--- src/rtl/ring_nic_if.sv ---
// Processor register port and router PE link of the ring NIC.
// master = processor/router side, slave = the NIC itself.
interface ring_nic_if #(
  parameter int DATA_WIDTH = 64
);
  logic [1:0]            addr;
  logic [DATA_WIDTH-1:0] d_in;
  logic [DATA_WIDTH-1:0] d_out;
  logic                  nicEn;
  logic                  nicWrEn;

  logic                  net_so;
  logic                  net_ro;
  logic [DATA_WIDTH-1:0] net_do;
  logic                  polarity;

  logic                  net_si;
  logic                  net_ri;
  logic [DATA_WIDTH-1:0] net_di;

  modport master (
    output addr, d_in, nicEn, nicWrEn, net_ro, polarity, net_si, net_di,
    input  d_out, net_so, net_do, net_ri
  );

  modport slave (
    input  addr, d_in, nicEn, nicWrEn, net_ro, polarity, net_si, net_di,
    output d_out, net_so, net_do, net_ri
  );
endinterface

--- src/rtl/ring_nic.sv ---
// Ring NIC: one-entry output and input channel buffers between a processor
// register port and a ring router PE port, with even/odd VC injection.
module ring_nic #(
  parameter int DATA_WIDTH = 64,
  parameter int VC_BIT     = 63
) (
  input  logic       clk,
  input  logic       reset,
  ring_nic_if.slave  nic
);

  logic                  out_full;
  logic                  in_full;
  logic [DATA_WIDTH-1:0] out_buf;
  logic [DATA_WIDTH-1:0] in_buf;

  logic                  wr_out;
  logic                  rd_in;
  logic                  send;
  logic                  recv;
  logic [DATA_WIDTH-1:0] d_out_c;

  // Acceptance looks at out_full before the edge, so a write colliding with
  // an injection is dropped rather than queued.
  assign wr_out = nic.nicEn & nic.nicWrEn & (nic.addr == 2'b10) & ~out_full;
  assign rd_in  = nic.nicEn & ~nic.nicWrEn & (nic.addr == 2'b00);
  assign send   = out_full & nic.net_ro & (out_buf[VC_BIT] == nic.polarity);
  assign recv   = nic.net_si & ~in_full;

  assign nic.net_so = send;
  assign nic.net_do = out_buf;
  assign nic.net_ri = ~in_full;

  always_ff @(posedge clk or posedge reset) begin
    if (reset) begin
      out_full <= 1'b0;
      out_buf  <= '0;
    end else if (wr_out) begin
      out_buf  <= nic.d_in;
      out_full <= 1'b1;
    end else if (send) begin
      out_full <= 1'b0;
    end
  end

  // recv needs in_full=0, so it never coincides with a clearing read.
  always_ff @(posedge clk or posedge reset) begin
    if (reset) begin
      in_full <= 1'b0;
      in_buf  <= '0;
    end else if (recv) begin
      in_buf  <= nic.net_di;
      in_full <= 1'b1;
    end else if (rd_in) begin
      in_full <= 1'b0;
    end
  end

  always_comb begin
    d_out_c = '0;
    if (nic.nicEn) begin
      unique case (nic.addr)
        2'b00: d_out_c = in_buf;
        2'b01: d_out_c = {{(DATA_WIDTH-1){1'b0}}, in_full};
        2'b10: d_out_c = out_buf;
        2'b11: d_out_c = {{(DATA_WIDTH-1){1'b0}}, out_full};
        default: d_out_c = '0;
      endcase
    end
  end

  assign nic.d_out = d_out_c;

endmodule

--- src/flat_wrapper.sv ---
// flat-port wrapper written by rule: the top's interface ports become plain ports
module ring_nic_flat 
#(
  parameter int DATA_WIDTH = 64,
  parameter int VC_BIT     = 63
)
  (clk, reset, nic_addr, nic_d_in, nic_nicEn, nic_nicWrEn, nic_net_ro, nic_polarity, nic_net_si, nic_net_di, nic_d_out, nic_net_so, nic_net_do, nic_net_ri);
  ring_nic_if #(.DATA_WIDTH(DATA_WIDTH)) nic_i ();
  input  logic clk;
  input  logic reset;
  input wire logic [$bits(nic_i.addr)-1:0] nic_addr;
  input wire logic [$bits(nic_i.d_in)-1:0] nic_d_in;
  input wire logic [$bits(nic_i.nicEn)-1:0] nic_nicEn;
  input wire logic [$bits(nic_i.nicWrEn)-1:0] nic_nicWrEn;
  input wire logic [$bits(nic_i.net_ro)-1:0] nic_net_ro;
  input wire logic [$bits(nic_i.polarity)-1:0] nic_polarity;
  input wire logic [$bits(nic_i.net_si)-1:0] nic_net_si;
  input wire logic [$bits(nic_i.net_di)-1:0] nic_net_di;
  output wire logic [$bits(nic_i.d_out)-1:0] nic_d_out;
  output wire logic [$bits(nic_i.net_so)-1:0] nic_net_so;
  output wire logic [$bits(nic_i.net_do)-1:0] nic_net_do;
  output wire logic [$bits(nic_i.net_ri)-1:0] nic_net_ri;
  assign nic_i.addr = nic_addr;
  assign nic_i.d_in = nic_d_in;
  assign nic_i.nicEn = nic_nicEn;
  assign nic_i.nicWrEn = nic_nicWrEn;
  assign nic_i.net_ro = nic_net_ro;
  assign nic_i.polarity = nic_polarity;
  assign nic_i.net_si = nic_net_si;
  assign nic_i.net_di = nic_net_di;
  assign nic_d_out = nic_i.d_out;
  assign nic_net_so = nic_i.net_so;
  assign nic_net_do = nic_i.net_do;
  assign nic_net_ri = nic_i.net_ri;
  ring_nic #(.DATA_WIDTH(DATA_WIDTH), .VC_BIT(VC_BIT)) u_core (.clk(clk), .reset(reset), .nic(nic_i));
endmodule
--- config.mk ---
export PLATFORM = sky130hd
export DESIGN_NAME = ring_nic_flat
export DESIGN_NICKNAME = d
export VERILOG_FILES = /design/src/rtl/ring_nic_if.sv /design/src/rtl/ring_nic.sv /design/src/flat_wrapper.sv
export SDC_FILE = /design/constraint.sdc
export NUM_CORES = 1
export LEC_CHECK = 0
export CAP_MARGIN = 0
export CORE_ASPECT_RATIO = 1.75
export CORE_MARGIN = 5
export CORE_UTILIZATION = 37
export DETAILED_ROUTE_END_ITERATION = 10
export HOLD_SLACK_MARGIN = 0.15
export PLACE_DENSITY = 0.82
export SKIP_LAST_GASP = 1
export SYNTH_ARGS = -nofsm -noshare
export SYNTH_HDL_FRONTEND = slang
export SYNTH_SLANG_ARGS = --single-unit
--- constraint.sdc ---
create_clock -name clk -period 4.4 [get_ports clk]
set_clock_uncertainty 0.15 [all_clocks]
set_input_delay 0.66 -clock clk [delete_from_list [all_inputs] [get_ports clk]]
set_output_delay 0.66 -clock clk [all_outputs]
set_load 0.05 [all_outputs]
==> run summary <==
Status -> finished clean
Post-synthesis sequential area ratio -> 0.570
WL met2 -> 9.16 mm
PwrDens -> 760 nW/µm²
RSZ-0062 raised after global routing -> false
Post-Place Cells -> 798
Min cycle time layout -> 3.76 ns
Synthesis Warnings -> 0
CP Launch Type -> input port
Worst r2r path cells -> 4
Final Cycle Share -> 0.854
Pin count of the biggest net entering global routing -> 73
Met1 WL -> 6.27 mm
WHS Path Cells -> 1
Syn_area_per_cell -> 15.7 µm²
Initial Utilization -> 0.374
CP required -> 3.59 ns
Rows -> 60
Post-CTS Hold Buffers -> 0
Synth Net Count -> 500
Nets -> 768
Final Util -> 0.600
Clock slew at the register clock pins of the worst setup and hold paths -> 0.05 ns
Vias/cell -> 5.06
Post-CTS Resized -> 0
Switching pwr -> 2.87 mW
Slew Limit Fails -> 0
Maximum buffer depth of the clock tree -> 2
Post-synth cell types -> 19
Share of the synthesized area in the top cell type -> 0.570
Uppermost layer routed -> met4
Routed len/inst -> 20.6 µm
Sw Ratio -> 0.413
Yosys top cell by area -> dfrtp_1
Pre-CTS setup slack -> 0.610 ns
Gate power share -> 0.478
CTS Root Buffer Type -> clkbuf_16
Met3 routed WL -> 1.06 mm
Max Freq -> 0.266 GHz
Reg-to-Reg Start -> u_core.out_full
Synth area leaders -> dfrtp_1 57%, mux2_2 16%, mux2_4 13%
Worst EP arrival -> 2.95 ns
Critical path class -> in -> out
Post-route ant nets -> 0
Synth-to-Final Area Change -> 60.2%
Hold_sp -> u_core.in_buf[16]
Latest clock arrival within the worst-skew pair -> 0.40 ns
DRC errors left -> 0
Die Y -> 174 µm
Vias in the first global route -> 4,862
Detailed placement HPWL -> 12.9 mm
Die X -> 104 µm
PortBufs -> 266
Hold_ws -> 0.355 ns
Post-Synthesis Cells -> 363
Crit Path Max Fanout -> 24
Initial antenna violation count -> 0
Congestion Overflow GR -> 0
DIE AREA -> 18,100 µm²
Max cap viols -> 0
Number of buffers created by CTS -> 17
Drt pass-1 iters -> 4
Mapped cell area -> 5710 µm²
Post-Layout Cell Count -> 830
Core Box Area -> 15,200 µm²
Clock tree from TritonCTS -> done
Clk network pwr share -> 0.198
Ant diodes -> 0
Crit. End Element -> output pin
P_int -> 4.08 mW
Setup WS post-layout -> 0.641 ns
Crit. Startpoint -> nic_addr[1]
Total Routed Length -> 17.1 mm
Tightest Pin Transition -> 0.870 ns
Global-route wire length before repair -> 27.0 mm
Initial drt markers -> 77
Setup TNS -> 0 ns
GRT Overall Usage -> 0.188
Num ports -> 267
Share of layout cells above drive strength 1 -> 0.283
Vias -> 4,199
Pleak -> 3.82 nW
Hold Fails Final Rpt -> 0
Post-CTS setup buffers -> 0
Seq pwr share -> 0.324
Max transition margin -> 0.420
CTS H-tree lvls -> 4
Clock Sinks -> 130
Seq cells post-synth -> 130
Hold WC Path Type -> reg -> reg
Gp weighted congestion -> 0.815
Peak supply drop -> 0.479 mV
Final Setup Violations -> 0
area by class of cell:
| cell class | count | area [µm²] |
|---|---|---|
| clock buffers | 18 | 429 |
| inverters | 3 | 13.8 |
| repair buffers | 277 | 2770 |
| multi-input cells | 202 | 2290 |
| fillers | 1184 | 6100 |
| well taps | 186 | 233 |
| clock inverters | 14 | 154 |
| flip-flops and latches | 130 | 3250 |
power by group through the flow:
stage                     Combinational [mW]  Clock [mW]  Sequential, mW
final                                   3.32        1.37            2.25
after global placement                  3.29           0            2.23
after global routing                    3.45        1.47            2.33
after CTS                               3.35        1.41            2.26
after detailed placement                3.34           0            2.27
after floorplan                         1.29           0            3.15
critical path, stage by stage:
cell and delay [ns]:
clkdlybuf4s50_1 0.54, and3b_2 0.50, buf_12 0.23, a22o_1 0.17, clkdlybuf4s50_1 0.82
cells in the final DEF, fill, tap and decap left out:
cell,instances
and3_1,1
mux2_2,79
clkinv_4,4
nor2b_4,1
clkinv_2,2
nand2b_1,1
buf_4,14
a22o_1,63
and3b_2,1
inv_4,1
nor3b_2,1
mux4_2,1
clkinvlp_4,3
o21bai_1,1
mux2_4,49
and3_4,1
clkdlybuf4s50_1,260
a21o_1,1
inv_6,3
bufinv_16,2
and2_1,1
dfrtp_1,130
clkbuf_16,17
clkbuf_1,1
inv_1,2
xnor2_1,1
buf_12,3
logic make-up (layout without fill, tap and decap cells):
family | Yosys count | in the layout | synth area share
mux | 129 | 129 | 0.289
flops | 130 | 130 | 0.570
buf+inv | 31 | 312 | 0.0311
simple gates | 7 | 7 | 0.00921
compound gates | 65 | 65 | 0.0993
xor+xnor | 1 | 1 | 0.00154
path summary, 6_finish.rpt:
path	to	slack, ns
min in group asynchronous	u_core.nic.net_do[29]	0.67
worst min register to register	u_core.in_buf[16]	0.36
worst min-delay path	u_core.in_buf[16]	0.36
worst max-delay path	nic_d_out[35]	0.64
max in group asynchronous	u_core.in_buf[38]	2.60
worst max register to register	u_core.nic.net_do[9]	2.42
layer usage:
metal,up-vias,track usage
met2,193,0.331
met4,0,0.0800
met5,-,0
met3,37,0.0550
met1,2080,0.210
li1,1889,-
sequential cells by signal, indices dropped and copies added (netlist names):
register	cells
u_core.nic.net_do	64
u_core.out_full	1
u_core.in_full	1
u_core.in_buf	64
cell usage after synthesis:
cell and instances:
and2_1 1, inv_1 3, xnor2_1 1, clkbuf_1 14, mux4_2 1, nor2b_1 1
and3_4 1, a21o_1 1, dfrtp_1 130, o21bai_1 1, buf_2 7, a22o_1 63
and3b_1 1, and3_1 1, mux2_4 49, buf_6 7, nor3b_1 1, mux2_2 79
nand2b_1 1
through the flow:
step / power [mW] / instance area, µm²
after global routing: 7.25 / 9140
final: 6.95 / 9140
after detailed placement: 5.61 / 8560
after floorplan: 4.44 / 5710
after global placement: 5.52 / 8560
after CTS: 7.02 / 9140
No activity file was read; power rests on OpenSTA's default activity.
==> RTL change: new RTL, same flow settings <==
`DATA_WIDTH` is set to 64 in 3 places; all go to 96.
--- a/src/rtl/ring_nic_if.sv
+++ b/src/rtl/ring_nic_if.sv
@@ -3,3 +3,3 @@
 interface ring_nic_if #(
-  parameter int DATA_WIDTH = 64
+  parameter int DATA_WIDTH = 96
 );
--- a/src/rtl/ring_nic.sv
+++ b/src/rtl/ring_nic.sv
@@ -3,3 +3,3 @@
 module ring_nic #(
-  parameter int DATA_WIDTH = 64,
+  parameter int DATA_WIDTH = 96,
   parameter int VC_BIT     = 63
--- a/src/flat_wrapper.sv
+++ b/src/flat_wrapper.sv
@@ -3,3 +3,3 @@
 #(
-  parameter int DATA_WIDTH = 64,
+  parameter int DATA_WIDTH = 96,
   parameter int VC_BIT     = 63
Ports: changed (resized nic_d_in, nic_d_out, nic_net_di and nic_net_do); port bits go from 267 to 395. No check against the original RTL was run, so the function may have changed too.
==> RTL change against the original RTL <==
- critical path depth stayed put
- die area rose by 41%
- synthesized area rose by 45%
- power up 40%
- design area up 43%
- combinational power up 46%
- setup slack lost 0.036 ns
- sequential cell count rose by 64
- wire length up 64%
- largest power group unchanged
==> RTL change: results (changes against the original RTL) <==
Min path
  – Hold path start: u_core.in_buf[14]
  – Hold endpoint: u_core.in_buf[14]

Global route
  – Pin count of the biggest net entering global routing: 97 (+33%)
  – Number of global-route vias before repair: 6958 (+43%)
  – Antenna violations before repair: 5 (+5)
  – Met1 GRT Util: 23.1% (+2.1 points)
  – Overall routing resource usage: 21.7% (+2.9 points)
  – Global-route wire length before repair: 41.5 mm (+54%)
  – GR Util met2: 37.4% (+4.3 points)
  – Met3 usage: 6.68% (+1.2 points)

Synth
  – Synth Net Count: 739 (+48%)
  – Synth Area per Inst: 15.4 µm² (-2.1%)
  – Post-synthesis sequential area ratio: 58.6% (+1.6 points)
  – Synth area leaders: dfrtp_1 59%, mux2_2 22%, a22o_1 10%

Detailed routing
  – Vias/cell: 5.17 (+2.3%)
  – Detailed Route Iter0 Violations: 293 (+280%)

Worst setup path
  – R2R Path End: u_core.nic.net_do[17]
  – Slowest cell delay on critical path: 0.84 ns (+0.02 ns)
  – Reg2reg setup slack: 2.40 ns (-0.02 ns)
  – CP max stage cell: clkdlybuf4s50_1
  – CP arrival: 2.99 ns (+0.04 ns)
  – Worst-path maximum fanout: 96 (+300%)

Placement
  – Final HPWL DP: 20.5 mm (+59%)
  – Port-buffer cells: 394 (+48%)
  – Placer Congestion: 0.855 (+4.9%)

Outcome
  – Status: complete, no violations

Finish
  – Plain + repair buffers: 404 (+46%)
  – Multi-Input Combinational: 298 (+48%)
  – Clock tree cell share of total cell area: 4.23% (-2.1 points)
  – Non-clock buffer share: 31.0% (+0.68 points)
  – Storage cell area: 4850 µm² (+49%)
  – Fill cell count: 1776 (+50%)
  – Multi-input logic portion of the cell area: 24.6% (-0.43 points)
  – Layout cells sized above 1: 28.0% (-0.24 points)

Timing
  – Hold_ws: 0.358 ns (+0.00271 ns)
  – Slew margin rel.: 50.2% (+8.2 points)

Pwr
  – Leak: 5.38 nW (+41%)
  – Worst vdd rail ir drop: 0.000451 V (-5.9%)
  – Clock group total power: 1.49 mW (+9%)
  – Reg power frac: 34.9% (+2.5 points)
  – NetSw: 4.22 mW (+47%)

Clock network
  – Clk sinks: 194 (+49%)
  – Later-pin clock latency in the skew report: 0.45 ns (+0.05 ns)
==> RTL change: cell count changes after synthesis, sizes merged <==
| cell | unedited run | this run |
|---|---|---|
| clkbuf | 14 | 20 |
| dfrtp | 130 | 194 |
| mux2 | 128 | 192 |
| buf | 14 | 23 |
| a22o | 63 | 95 |
==> RTL change: kinds of logic (layout without fill, tap and decap cells) <==
group                  after synthesis  after routing  share of synthesized area (%)
multiplexers                       193            193                           27.7
buffers and inverters               46            436                           2.78
AND/OR/NAND/NOR                      7              7                          0.574
flip-flops                         194            194                           58.6
other                                0              5                              0
XOR/XNOR                             1              1                          0.106
AO/OA/AOI/OAI                       97             97                           10.2
==> RTL change: worst reg2reg max path, stage by stage (launching register included) <==
cell and delay, ns:
dfrtp_1 0.44, inv_1 0.12, and3_4 0.20, buf_4 0.53
mux2_2 0.45
==> RTL change: worst max path at each step <==
stage,from,endpoint,slack (ns),cells after the start
CTS,nic_addr[1],nic_d_out[1],0.61,5
detailed placement,nic_addr[1],nic_d_out[1],0.61,5
global placement,nic_addr[1],nic_d_out[1],0.63,5
finish,nic_addr[1],nic_d_out[90],0.60,5
floorplan,reset,u_core.in_buf[0],1.09,1
global route,nic_addr[1],nic_d_out[2],0.53,5
==> RTL change: stage by stage <==
stage	std cells	utilization, %	setup WS (ns)
2_1_floorplan	538	-	1.09
3_3_place_gp	1195	56.7	0.628
3_5_place_dp	1195	56.7	0.613
4_1_cts	1224	59.2	0.613
5_1_grt	1229	59.2	0.531
6_report	1229	59.2	0.604
==> RTL change: metal layers <==
metal | up-vias | wire length, µm
met1 | 3225 | 9840
met5 | - | 0
met4 | 0 | 1250
met2 | 303 | 14700
met3 | 67 | 2160
li1 | 2765 | -
